## src/rtl/mem_port_arbiter.sv

```systemverilog
// Arbiter sharing one single-ported memory between instruction fetch and data access.
// Data accesses win by default; a burst counter limits consecutive data grants while fetch waits.
module mem_port_arbiter #(
   parameter int ADDR_W       = 32,
   parameter int DATA_W       = 32,
   parameter int MAX_DM_BURST = 4
) (
   input  logic              clk,
   input  logic              rst,
   input  logic              if_req,
   input  logic [ADDR_W-1:0] if_addr,
   output logic [DATA_W-1:0] if_rdata,
   output logic              if_ready,
   output logic              if_stall,
   input  logic              dm_req,
   input  logic              dm_we,
   input  logic [ADDR_W-1:0] dm_addr,
   input  logic [DATA_W-1:0] dm_wdata,
   output logic [DATA_W-1:0] dm_rdata,
   output logic              dm_ready,
   output logic              dm_stall,
   output logic              mem_req,
   output logic              mem_we,
   output logic [ADDR_W-1:0] mem_addr,
   output logic [DATA_W-1:0] mem_wdata,
   input  logic [DATA_W-1:0] mem_rdata,
   input  logic              mem_ready,
   output logic [1:0]        owner
);

   localparam int CNT_W = $clog2(MAX_DM_BURST + 1);
   localparam logic [CNT_W-1:0] BURST_MAX = CNT_W'(MAX_DM_BURST);
   localparam logic [CNT_W-1:0] BURST_ONE = CNT_W'(1);

   typedef enum logic [1:0] {
      IDLE    = 2'b00,
      BUSY_IF = 2'b01,
      BUSY_DM = 2'b10
   } state_t;

   state_t            state_q, state_d;
   logic [CNT_W-1:0]  burst_cnt_q, burst_cnt_d;
   logic              mem_req_q, mem_req_d;
   logic              mem_we_q, mem_we_d;
   logic [ADDR_W-1:0] mem_addr_q, mem_addr_d;
   logic [DATA_W-1:0] mem_wdata_q, mem_wdata_d;
   logic [DATA_W-1:0] if_rdata_q, if_rdata_d;
   logic              if_ready_q, if_ready_d;
   logic [DATA_W-1:0] dm_rdata_q, dm_rdata_d;
   logic              dm_ready_q, dm_ready_d;
   logic              if_req_m_s, dm_req_m_s;

   // A requester still showing its ready pulse cannot be granted again.
   assign if_req_m_s = if_req & ~if_ready_q;
   assign dm_req_m_s = dm_req & ~dm_ready_q;

   // Next-state and registered-output logic of the grant FSM.
   always_comb begin
      state_d     = state_q;
      burst_cnt_d = burst_cnt_q;
      mem_req_d   = mem_req_q;
      mem_we_d    = mem_we_q;
      mem_addr_d  = mem_addr_q;
      mem_wdata_d = mem_wdata_q;
      if_rdata_d  = if_rdata_q;
      dm_rdata_d  = dm_rdata_q;
      if_ready_d  = 1'b0;
      dm_ready_d  = 1'b0;
      case (state_q)
         IDLE: begin
            if (dm_req_m_s && (!if_req_m_s || (burst_cnt_q < BURST_MAX))) begin
               state_d     = BUSY_DM;
               mem_req_d   = 1'b1;
               mem_we_d    = dm_we;
               mem_addr_d  = dm_addr;
               mem_wdata_d = dm_wdata;
               if (if_req_m_s) begin
                  if (burst_cnt_q < BURST_MAX) begin
                     burst_cnt_d = burst_cnt_q + BURST_ONE;
                  end else begin
                     burst_cnt_d = burst_cnt_q;
                  end
               end else begin
                  burst_cnt_d = '0;
               end
            end else if (if_req_m_s) begin
               state_d     = BUSY_IF;
               mem_req_d   = 1'b1;
               mem_we_d    = 1'b0;
               mem_addr_d  = if_addr;
               burst_cnt_d = '0;
            end else begin
               burst_cnt_d = '0;
            end
         end
         BUSY_IF: begin
            if (mem_ready) begin
               state_d    = IDLE;
               mem_req_d  = 1'b0;
               if_ready_d = 1'b1;
               if_rdata_d = mem_rdata;
            end else begin
               state_d = BUSY_IF;
            end
         end
         BUSY_DM: begin
            if (mem_ready) begin
               state_d    = IDLE;
               mem_req_d  = 1'b0;
               mem_we_d   = 1'b0;
               dm_ready_d = 1'b1;
               // Stores leave the last load result visible.
               if (!mem_we_q) begin
                  dm_rdata_d = mem_rdata;
               end else begin
                  dm_rdata_d = dm_rdata_q;
               end
            end else begin
               state_d = BUSY_DM;
            end
         end
         default: begin
            state_d     = IDLE;
            mem_req_d   = 1'b0;
            mem_we_d    = 1'b0;
            burst_cnt_d = '0;
         end
      endcase
   end

   // State and output registers with synchronous reset.
   always_ff @(posedge clk) begin
      if (rst) begin
         state_q     <= IDLE;
         burst_cnt_q <= '0;
         mem_req_q   <= 1'b0;
         mem_we_q    <= 1'b0;
         mem_addr_q  <= '0;
         mem_wdata_q <= '0;
         if_rdata_q  <= '0;
         if_ready_q  <= 1'b0;
         dm_rdata_q  <= '0;
         dm_ready_q  <= 1'b0;
      end else begin
         state_q     <= state_d;
         burst_cnt_q <= burst_cnt_d;
         mem_req_q   <= mem_req_d;
         mem_we_q    <= mem_we_d;
         mem_addr_q  <= mem_addr_d;
         mem_wdata_q <= mem_wdata_d;
         if_rdata_q  <= if_rdata_d;
         if_ready_q  <= if_ready_d;
         dm_rdata_q  <= dm_rdata_d;
         dm_ready_q  <= dm_ready_d;
      end
   end

   assign mem_req   = mem_req_q;
   assign mem_we    = mem_we_q;
   assign mem_addr  = mem_addr_q;
   assign mem_wdata = mem_wdata_q;
   assign if_rdata  = if_rdata_q;
   assign if_ready  = if_ready_q;
   assign dm_rdata  = dm_rdata_q;
   assign dm_ready  = dm_ready_q;
   assign owner     = state_q;
   assign if_stall  = if_req & ~if_ready_q;
   assign dm_stall  = dm_req & ~dm_ready_q;

endmodule

```

## config.mk

```make
export PLATFORM = sky130hd
export DESIGN_NAME = mem_port_arbiter
export DESIGN_NICKNAME = d
export VERILOG_FILES = /design/src/rtl/mem_port_arbiter.sv
export SDC_FILE = /design/constraint.sdc
export NUM_CORES = 1
export LEC_CHECK = 0
export CORE_AREA = 2 2 129 131
export CTS_BUF_LIST = sky130_fd_sc_hd__clkbuf_16
export DETAILED_ROUTE_END_ITERATION = 10
export DIE_AREA = 0 0 131 133
export PLACE_DENSITY = 0.76
export SLEW_MARGIN = 20
export SYNTH_ARGS = -nofsm -noshare
export SYNTH_HDL_FRONTEND = slang
export SYNTH_SLANG_ARGS = --single-unit
```

## constraint.sdc

```tcl
create_clock -name clk -period 1.5 [get_ports clk]
set_input_delay 0.225 -clock clk [delete_from_list [all_inputs] [get_ports clk]]
set_output_delay 0.225 -clock clk [all_outputs]
set_load 0.03 [all_outputs]
```

==> flow_summary.json, run 1 <==
{
  "synth_fa_ha_area_share_pct": 1.04,
  "fin_crit_sh_pct": 96.7,
  "internal-power_uw": 7630,
  "place_ws_ns": -0.292,
  "hold_violations": 0,
  "met2WireLength_um": 9740,
  "nets": 1113,
  "seqPwrFrac_pct": 37.0,
  "endpoint_kind": "primary output",
  "hp-start": "rst",
  "fp.dieW_um": 131,
  "diodes": 0,
  "wirelength_um": 20500,
  "cts_tree": "built",
  "first_iter_violations": 416,
  "htreeDepth": 4,
  "synth_area_sq_um": 6010,
  "synth_top_family_by_area": "compound AO/OA/AOI/OAI gates",
  "ctsHoldBuffers": 0,
  "synth_nets": 849,
  "root_buffer": "clkbuf_16",
  "setup_viol_count_final": 0,
  "synth_largest_area_cell": "dfxtp_1",
  "skew_ns": 0.00647,
  "required_ns": 1.27,
  "via_per_inst": 5.16,
  "dp_hpwl_um": 13500,
  "hp-class": "in2reg",
  "grt_pass1_wl_um": 30400,
  "vdd_drop_max_uv": 718,
  "leakage_uw": 0.00416,
  "clock_power_share_pct": 33.5,
  "grt_util_all_layers_pct": 22.1,
  "start_util_pct": 37.2,
  "synthFlopType": "dfxtp_1",
  "setup_ws_ns": 0.0497,
  "worstSetupPathType": "reg2out",
  "multi_input_area_sq_um": 2880,
  "path_max_fanout": 6,
  "wire_per_inst_um": 17.0,
  "slew_violations": 0,
  "synth_top_area_share_pct": 45.6,
  "num_rows": 47,
  "gp_congestion": 0.811,
  "m1WireLength_um": 8610,
  "synth-compound-area-share_pct": 26.0,
  "p_sw_uw": 3570,
  "nFillCells": 1464,
  "synthMuxAreaShare_pct": 0.166,
  "remaining_drc_errors": 0,
  "cts_inserted_buffers": 17,
  "highest_layer": "met4",
  "worst_pin_slew_ns": 0.376,
  "clk_path_buf_depth": 2,
  "first_pass_iters": 5,
  "startpoint": "if_ready$_SDFF_PP0_",
  "design.core.area_sq_um": 16200,
  "drive_above_1_share_pct": 13.6,
  "final_cell_mix": "nand2_1, dfxtp_1, clkdlybuf4s50_1, dlygate4sd2_1, a21oi_1",
  "rsz0062_at_grt": "yes",
  "final_antenna_net_count": 0,
  "path_cells": "nand2b_4 -> inv_2 -> buf_4 -> buf_6",
  "synth_edf_count": 0,
  "dieHeight_um": 133,
  "yosys.area_share.simple_pct": 18.0,
  "async_reset_ff_share_pct": 0,
  "status": "finished, final reports clean",
  "slowest_stage": "dfxtp_4",
  "fin_crit_ns": 1.45,
  "design_area_sq_um": 9760,
  "synth_cell_types": 38,
  "relSlewSlack_pct": 74.9,
  "route.met3.wl_um": 1660,
  "synth_cells": 710,
  "drv_cap": 0,
  "grt_max_degree": 50,
  "ys_ff_latch": 137,
  "first_global_vias": 5911,
  "power_density_nw_per_um2": 1150,
  "insertion_delay_ns": 0.41,
  "area_growth_pct": 62.3,
  "gr-total-overflow": 0,
  "slowest_delay_ns": 0.36,
  "swShare_pct": 31.8,
  "port_buffers": 269,
  "clock_sinks": 137,
  "io_pins": 270,
  "fmax_ghz": 0.690,
  "synthXorXnorAreaFrac_pct": 0,
  "vias": 6233,
  "arrival_ns": 1.23,
  "dieArea_sq_um": 17400,
  "power_frac_comb_pct": 29.5,
  "seq_area_sq_um": 2760,
  "start_kind": "flip-flop",
  "antenna_found_initial": 1,
  "timing.rr.start": "if_ready$_SDFF_PP0_",
  "synth_area_leaders": "dfxtp_1, nand2_1, a21oi_1, a221oi_1, o21ai_0",
  "synth-seq-area-share_pct": 45.6,
  "ys_warn_count": 0,
  "postSynthAreaPerCell_sq_um": 8.47,
  "clk_pin_slew_ns": 0.06,
  "dpl_cell_area_sq_um": 9120
}
==> cells in the mapped netlist, types with 2 or more instances <==
master and n:
buf_1 5, buf_12 2, dfxtp_1 137, buf_4 3, nand2_1 133, o21ai_0 62, clkbuf_2 3, and3b_1 35
nand3_1 35, a221oi_1 50, a21oi_1 99, a221oi_2 15, ha_1 5, nor2b_1 2, o21ai_1 2, inv_1 37
buf_2 24, nand2b_1 2, o32ai_1 2, nand3b_1 3, clkbuf_1 32, buf_6 6
==> layer usage <==
metal | GRT usage, % | vias up
met5 | 0 | -
li1 | - | 3038
met2 | 36.7 | 259
met3 | 6.43 | 36
met4 | 8.87 | 0
met1 | 26.6 | 2900
==> worst paths after layout <==
check	slack, ns	endpoint	cells after the start
worst max-delay path	0.05	if_stall	4
worst min-delay path	0.20	mem_addr[15]$_SDFFE_PP0P_	2
worst max register to register	0.06	mem_addr[10]$_SDFFE_PP0P_	5
worst min register to register	0.45	if_rdata[6]$_SDFFE_PP0P_	2
==> cell type report <==
class | count | area share [%]
clock inverter | 15 | 0.987
sequential | 137 | 28.2
inverter | 39 | 1.58
timing repair buffer | 320 | 32.5
tap | 220 | 2.82
multi-input combinational | 459 | 29.5
clock buffer | 17 | 4.36
==> through the flow <==
stage	utilization, %	setup TNS, ns	power [uW]	instances	hold slack, ns
final	60.3	0	11200	1207	0.205
after global routing	60.3	-0.234	11700	1207	0.216
after CTS	58.9	0	11100	1202	0.190
after detailed placement	56.4	-15.46	7570	1168	0.446
after global placement	56.4	-14.22	7540	1168	0.441
after floorplan	-	-0.0610	6100	710	0.361
==> flip-flops by register name, indices dropped and copies added, names as in the netlist <==
register     cells
dm_rdata        32
if_rdata        32
mem_addr        32
mem_wdata       32
burst_cnt_q      3
owner            2
dm_ready         1
if_ready         1
mem_req          1
mem_we           1
==> power groups by stage <==
stage	clock (uW)	sequential, uW	combinational (uW)
finish	3760	4140	3300
floorplan	0	4890	1210
global placement	0	4220	3320
detailed placement	0	4230	3340
CTS	3830	4140	3170
global route	3990	4180	3540
==> repair_timing <==
item,4_1_cts,5_1_grt
setup endpoints to repair,134,90
resized for setup,140,31
buffers inserted,2,1
cloned,0,4
pin swaps,1,3
endpoints found under the hold margin,0,0
==> cells by family after synthesis <==
family / after synthesis
DFF: 137
muxes: 1
AOI/OAI and AO/OA: 236
buffers and inverters: 114
adders and majority gates: 5
and+or+nand+nor: 217
==> critical path: cells and delay by family, from the launching register on <==
kind	cells	cell delay, ns
flip-flops	1	0.36
buffers and inverters	3	0.31
AND/OR/NAND/NOR	1	0.15
Power figures use the tool's default switching activity.
==> inputs of run 2 (changes only) <==
--- a/config.mk
+++ b/config.mk
@@ -6,7 +6,7 @@
 export NUM_CORES = 1
 export LEC_CHECK = 0
 export CORE_AREA = 2 2 129 131
-export CTS_BUF_LIST = sky130_fd_sc_hd__clkbuf_16
+export CTS_BUF_LIST = sky130_fd_sc_hd__clkbuf_4 sky130_fd_sc_hd__clkbuf_8 sky130_fd_sc_hd__clkbuf_16
 export DETAILED_ROUTE_END_ITERATION = 10
 export DIE_AREA = 0 0 131 133
 export PLACE_DENSITY = 0.76
==> run 2 against run 1 <==
  * Clock skew about the same
  * Global-route usage hardly changed
  * Die area did not move
  * Routed wire length up 0.62%
  * Via count is 0.37% higher
  * Hold slack worse by 0.0040 ns
  * Fmax decreased by 1.9%
  * Sequential share of layout area fell by 0.079 points
  * First-iteration DRC count is 4.3% lower
  * Sequential cell count unchanged
  * Total power grew 2.9%
==> flow_summary.json, run 2 (synthesis gave the netlist of run 1 again) <==
{
  "hold_violations": 0,
  "cts_tree": "built",
  "ctsHoldBuffers": 0,
  "required_ns": 1.79,
  "worstSetupPathType": "reg2reg",
  "diodes": 0,
  "design.core.area_sq_um": 16200,
  "gr-usage-met3_pct": 6.39,
  "dieHeight_um": 133,
  "antenna_found_initial": 1,
  "leakage_uw": 0.00417,
  "via_per_inst": 5.18,
  "fmax_ghz": 0.677,
  "slowest_stage": "a221oi_1",
  "fin_crit_sh_pct": 98.5,
  "drive_above_1_share_pct": 14.0,
  "slew_violations": 0,
  "clk_pin_slew_ns": 0.06,
  "skew_ns": 0.00611,
  "port_buffers": 269,
  "dieArea_sq_um": 17400,
  "gr-total-overflow": 0,
  "grt_pass1_wl_um": 30300,
  "nets": 1113,
  "gp_congestion": 0.811,
  "grt_util_all_layers_pct": 22.1,
  "remaining_drc_errors": 0,
  "hp-class": "in2reg",
  "wirelength_um": 20700,
  "first_global_vias": 5889,
  "arrival_ns": 1.76,
  "area_growth_pct": 62.8,
  "drv_cap": 0,
  "holdWs_ns": 0.201,
  "setup_ws_ns": 0.0224,
  "wire_per_inst_um": 17.1,
  "start_util_pct": 37.2,
  "num_rows": 47,
  "place_ws_ns": -0.292,
  "clk_path_buf_depth": 2,
  "fp.dieW_um": 131,
  "root_buffer": "clkbuf_16",
  "dp_hpwl_um": 13500,
  "path_cells": "nand2b_4 -> buf_4 -> buf_4 -> a221oi_1 -> a221oi_1",
  "htreeDepth": 4,
  "final_antenna_net_count": 0,
  "clock_sinks": 137,
  "slowest_delay_ns": 0.37,
  "relSlewSlack_pct": 75.3,
  "final_cell_mix": "nand2_1, dfxtp_1, clkdlybuf4s50_1, dlygate4sd2_1, a21oi_1",
  "finalPower_uw": 11500,
  "gr-usage-met2_pct": 36.6,
  "status": "finished, final reports clean",
  "first_iter_violations": 398,
  "cts_inserted_buffers": 17,
  "worst_pin_slew_ns": 0.373,
  "power_density_nw_per_um2": 1180,
  "insertion_delay_ns": 0.41,
  "vdd_drop_max_uv": 775,
  "fin_util_pct": 60.5,
  "use_met1_pct": 26.7,
  "tns_ns": 0,
  "io_pins": 270,
  "path_max_fanout": 18,
  "grt_max_degree": 50,
  "endpoint_kind": "flip-flop",
  "first_pass_iters": 5,
  "fin_crit_ns": 1.48,
  "busiest_layer": "met2",
  "rsz0062_at_grt": "yes",
  "vias": 6256,
  "start_kind": "flip-flop",
  "setup_viol_count_final": 0
}
==> run 2: power breakdown <==
group          switching, uW  internal [uW]  total (uW)
clock network           1550           2550        4100
logic                   1870           1420        3290
registers                157           3990        4140
==> run 2: layout make-up <==
type	count	area, sq um
Inverter	39	154
Fill cell	1460	6380
Clock inverter	6	62.6
Sequential cell	137	2760
Tap cell	220	275
Clock buffer	26	518
Multi-Input combinational cell	459	2850
Timing Repair Buffer	320	3170
==> run 2: metal layers <==
metal,wire (um),vias to the layer above
met1,8510,2910
met2,9920,267
met4,564,0
met3,1660,39
met5,0,-
li1,-,3040
==> run 2: worst max-delay path: cells and delay by family (launching register included) <==
| family | cells | cell delay, ns |
|---|---|---|
| simple gates | 1 | 0.15 |
| flops | 1 | 0.36 |
| compound gates | 2 | 0.49 |
| buf+inv | 2 | 0.35 |
==> run 2: what timing repair did <==
item                                   CTS  global route
setup endpoints to repair              134            89
endpoints found under the hold margin    0             0
pin swaps                                1             3
cloned                                   0             4
gates resized for setup                141            25
buffers inserted                         2             1
==> run 2: path summary, 6_finish.rpt <==
kind,start,endpoint,slack [ns],cells after the start
min reg2reg,if_rdata[6]$_SDFFE_PP0P_,if_rdata[6]$_SDFFE_PP0P_,0.45,2
max,if_ready$_SDFF_PP0_,mem_addr[16]$_SDFFE_PP0P_,0.02,5
max reg2reg,if_ready$_SDFF_PP0_,mem_addr[16]$_SDFFE_PP0P_,0.02,5
min,rst,mem_addr[15]$_SDFFE_PP0P_,0.20,2
==> run 2: per-stage QoR <==
step                      area (sq um)  cells
final                             9790   1207
after global routing              9790   1207
after CTS                         9590   1202
after detailed placement          9120   1168
after global placement            9120   1168
after floorplan                   6030    710
==> patch 1 (config.mk and constraints of run 2) <==
Set the parameter `MAX_DM_BURST` to 2 (it was 4).
--- a/src/rtl/mem_port_arbiter.sv
+++ b/src/rtl/mem_port_arbiter.sv
@@ -5,3 +5,3 @@
    parameter int DATA_W       = 32,
-   parameter int MAX_DM_BURST = 4
+   parameter int MAX_DM_BURST = 2
 ) (
Behaviour: same outputs for any inputs over 4 cycles, from zero or initial values and one cycle with rst high; that may be too few to reach the edited logic, so the function may still have changed.
==> patch 1 against run 2 <==
  * Power is 1.3% lower
  * Global-route usage grew 0.58 points
  * Sequential share of layout area up 0.61 points
  * Core utilization down 1.8 points
  * Final cell count is 0.33% lower
  * Worst setup slack improved by 0.043 ns
  * Wire length shrank 2.4%
  * Hold slack barely moved
  * Sequential cell count shrank 1
  * Synthesized area is 3.9% lower
  * Via count shrank 0.38%
  * Critical path type is now reg2out
  * Cell area is 2.9% lower
  * First-iteration DRC count decreased by 19%
  * Highest routed layer unchanged
==> patch 1: results (changes against run 2) <==
metric;value;unit;change
Slowest-stage cell, CP;dfxtp_2;;
Rel. slew slack;75.3;%;about the same
GP Congestion;0.819;;+1.0%
DR iter-0 viols;324;;-19%
Leak;4.07;nW;-2.6%
global-route wire length before repair;31200;um;+2.7%
DP Worst Slack;-0.290;ns;+0.00193 ns
WP data arrival;1.21;ns;-0.55 ns
WL met3;2000;um;+21%
post-CTS setup buffer count;3;;+1
DRT Pass-1 Iters;4;;-1
CP max FO;3;;-15
top post-synthesis cells by area;dfxtp_1 47%, a221oi_1 9.7%, a21oi_1 8.7%;;
metal2 WL;9660;um;-2.6%
Power, Total;11.4;mW;-1.3%
Mapped Nets;844;;-0.59%
pin count of the biggest net entering global routing;46;;-8.0%
final cell count without fillers;1203;;-0.33%
Pint;7.68;mW;-3.5%
IR drop worst, VDD;843;uV;+8.7%
most frequent cells after synthesis;136 x dfxtp_1, 132 x nand2_1, 100 x a21oi_1, 64 x a221oi_1, 64 x o21ai_0;;
compound-cell area share of the yosys netlist;25.1;%;-0.93 points
Detailed Route WL;20200;um;-2.4%
Fill cells;1474;;+0.96%
placed standard-cell area;0.00898;sq mm;-1.5%
worst hold margin;0.201;ns;+0.000268 ns
DR vias/cell;5.18;;about the same
synthesized instance count;706;;-0.56%
crit-path leading delay family;flip-flops;;
Clock group;4.09;mW;about the same
area grow syn2layout;64.5;%;
WHS Endpoint;mem_wdata[20];;
clock skew;0.00862;ns;+0.00251 ns
adder-cell share of the synthesized area;0.866;%;-0.17 points
post-synthesis sequential area ratio;47.1;%;+1.5 points
Post-DP HPWL;13900;um;+3.0%
met1 Usage GRT;26.9;%;+0.20 points
status;finished, final reports clean;;
post-synthesis mux area share;0.173;%;+0.0068 points
==> patch 1: how the worst max path moves through the flow <==
stage          slack, ns  startpoint           end  depth (start not counted)
2_1_floorplan      -0.01    if_ready  mem_addr[30]                          6
3_3_place_gp       -0.25      if_req  mem_addr[31]                          5
3_5_place_dp       -0.29      if_req   mem_addr[0]                          5
4_1_cts             0.01      mem_we        mem_we                          1
5_1_grt          -0.0008    if_ready  mem_addr[19]                          6
6_report            0.07    dm_ready      dm_stall                          4
==> patch 1: kinds of logic after synthesis <==
group | count (synthesis)
muxes | 1
AOI/OAI and AO/OA | 235
adders and majority gates | 4
and+or+nand+nor | 216
buffers and inverters | 114
DFF | 136
==> patch 1: final cells by class <==
class | count | share of cell area [%]
timing repair buffer | 319 | 32.9
sequential | 136 | 28.8
multi-input combinational | 456 | 27.8
clock buffer | 18 | 4.62
tap | 220 | 2.90
inverter | 39 | 1.58
clock inverter | 14 | 1.47
antenna | 1 | 0.0263
==> patch 2 (settings of run 2) <==
Made on the original files. Make the reset (`rst`) asynchronous in one clocked block. Comments in the files are not updated.
--- a/src/rtl/mem_port_arbiter.sv
+++ b/src/rtl/mem_port_arbiter.sv
@@ -131,3 +131,3 @@
    // State and output registers with synchronous reset.
-   always_ff @(posedge clk) begin
+   always_ff @(posedge clk or posedge rst) begin
       if (rst) begin
Behaviour: differs if rst is asserted again (counterexample within 4 cycles, from zero or initial values and one cycle with rst high); with rst held inactive, the same outputs for 4 cycles.
==> patch 2 against run 2 <==
  * The run now ends with setup timing left
  * Synthesized area rose by 1.5%
  * Cell area grew 4.6%
  * Via count is 16% lower
  * Wire length down 6.3%
  * Worst setup slack got worse by 0.15 ns
  * Count of clock-buffer cells in the layout decreased by 8
  * Sequential cell count is the same
  * Global-route usage shrank 0.26 points
  * Sequential share of layout area up 5.3 points
  * Core utilization grew 2.8 points
  * Critical endpoint is now mem_wdata[31]
  * Largest cell class is now registers
Power is not compared: it rests on default switching activity, and its combinational part moved more than twofold at a synthesized area within 25%.
==> patch 2: results (changes against run 2) <==
metric;value;unit;change
GP Congestion;0.837;;+3.2%
ANT cells;0;;unchanged
post-synthesis sequential area ratio;56.2;%;+11 points
WL met3;1890;um;+14%
status;complete, but fails checks;;
ys async rst share;100;%;+100 points
initial antenna violation count;0;;-1
met1 Usage GRT;25.7;%;-0.95 points
met2 Use GR;36.9;%;+0.23 points
endpoints failing setup;90;;+90
most frequent cells after synthesis;137 x dfrtp_1, 68 x mux2_2, 37 x inv_1, 33 x and3b_1;;
share of layout cells above drive strength 1;24.0;%;+10 points
Rel. slew slack;70.9;%;-4.4 points
Post-DP HPWL;12600;um;-6.9%
Worst Slack Setup Final;-0.132;ns;-0.154 ns
top post-synthesis cells by area;dfrtp_1 56%, mux2_2 13%, mux2_1 5.4%;;
post-synthesis mux area share;17.9;%;+18 points
htree depth;4;;unchanged
DR iter-0 viols;205;;-48%
Hold Path Class;in2async;;
clock skew;0.00877;ns;+0.00266 ns
global-route wire length before repair;29600;um;-2.6%
DRT Pass-1 Iters;4;;-1
metal2 WL;9510;um;-4.1%
fin nets;918;;-18%
placed standard-cell area;0.00923;sq mm;+1.2%
vias;5256;;-16%
WP data arrival;1.93;ns;+0.17 ns
reg-to-reg startpoint;owner[1];;
r2r worst-path depth;6;;+1
adder-cell share of the synthesized area;1.03;%;-0.015 points
vias in the first global route;5632;;-4.4%
Synth cell types;35;;-7.9%
DP Worst Slack;-0.380;ns;-0.0883 ns
failing checks;setup timing;;
Detailed Route WL;19400;um;-6.3%
Mapped Nets;619;;-27%
compound-cell area share of the yosys netlist;12.7;%;-13 points
pin count of the biggest net entering global routing;78;;+56%
CP max FO;34;;+16
setup TNS;-8.58;ns;-8.58 ns
GR Layer Usage met3;8.37;%;+2.0 points
## patch 2: changes by cell type after synthesis, sizes merged, moves of 10 or more
cell           run 2  this run
clkbuf            35        25
dfrtp              0       137
dfxtp            137         0
nand2            133         2
a21oi             99         3
a22oi              0        32
a221oi            65        32
nand3             35         0
mux2               0        97
o21ai             65        33
buf               40        17
## patch 2: critical path: stages (launching register included)
cell,delay (ns)
dfrtp_1,0.42
inv_2,0.09
ha_4,0.13
inv_2,0.04
nor3_4,0.21
buf_12,0.23
mux2_2,0.36
## patch 2: path summary, 6_finish.rpt
kind	end	slack [ns]
worst max-delay path	mem_wdata[31]	-0.13
worst min-delay path	mem_wdata[20]	0.27
worst max register to register	mem_wdata[31]	-0.13
worst min register to register	mem_wdata[17]	0.48
max in group asynchronous	dm_rdata[29]	0.87
min in group clk	mem_addr[8]	0.39
## patch 2: logic make-up after synthesis
logic type	count (synthesis)
simple gates	51
fa+ha+maj	5
flops	137
compound gates	109
buf+inv	81
mux	97
## patch 2: metrics by stage
step / std cells / util [%]
final: 1012 / 63.3
after global placement: 959 / 57.1
after floorplan: 480 / -
after global routing: 1012 / 63.3
after CTS: 1008 / 62.5
after detailed placement: 959 / 57.1
## patch 2: repair_timing
item                                    in CTS  in global routing
endpoints found under the setup margin     244                131
pin swaps                                    2                  2
gates cloned                                 6                  1
gates resized for setup                    187                 36
setup buffers                               13                  5
## patch 2: area by class of cell
cell class	count	share of cell area (%)
Clock inverter	14	1.81
Multi-Input combinational cell	262	25.1
Sequential cell	137	33.5
Timing Repair Buffer	322	31.1
Tap cell	220	2.69
Clock buffer	18	4.29
Inverter	39	1.54
## patch 2: report_power, final
part	internal [mW]	total [mW]	switching, mW
sequential	5.55	6.51	0.961
clock	2.71	4.44	1.73
combinational	4.95	11.9	6.96
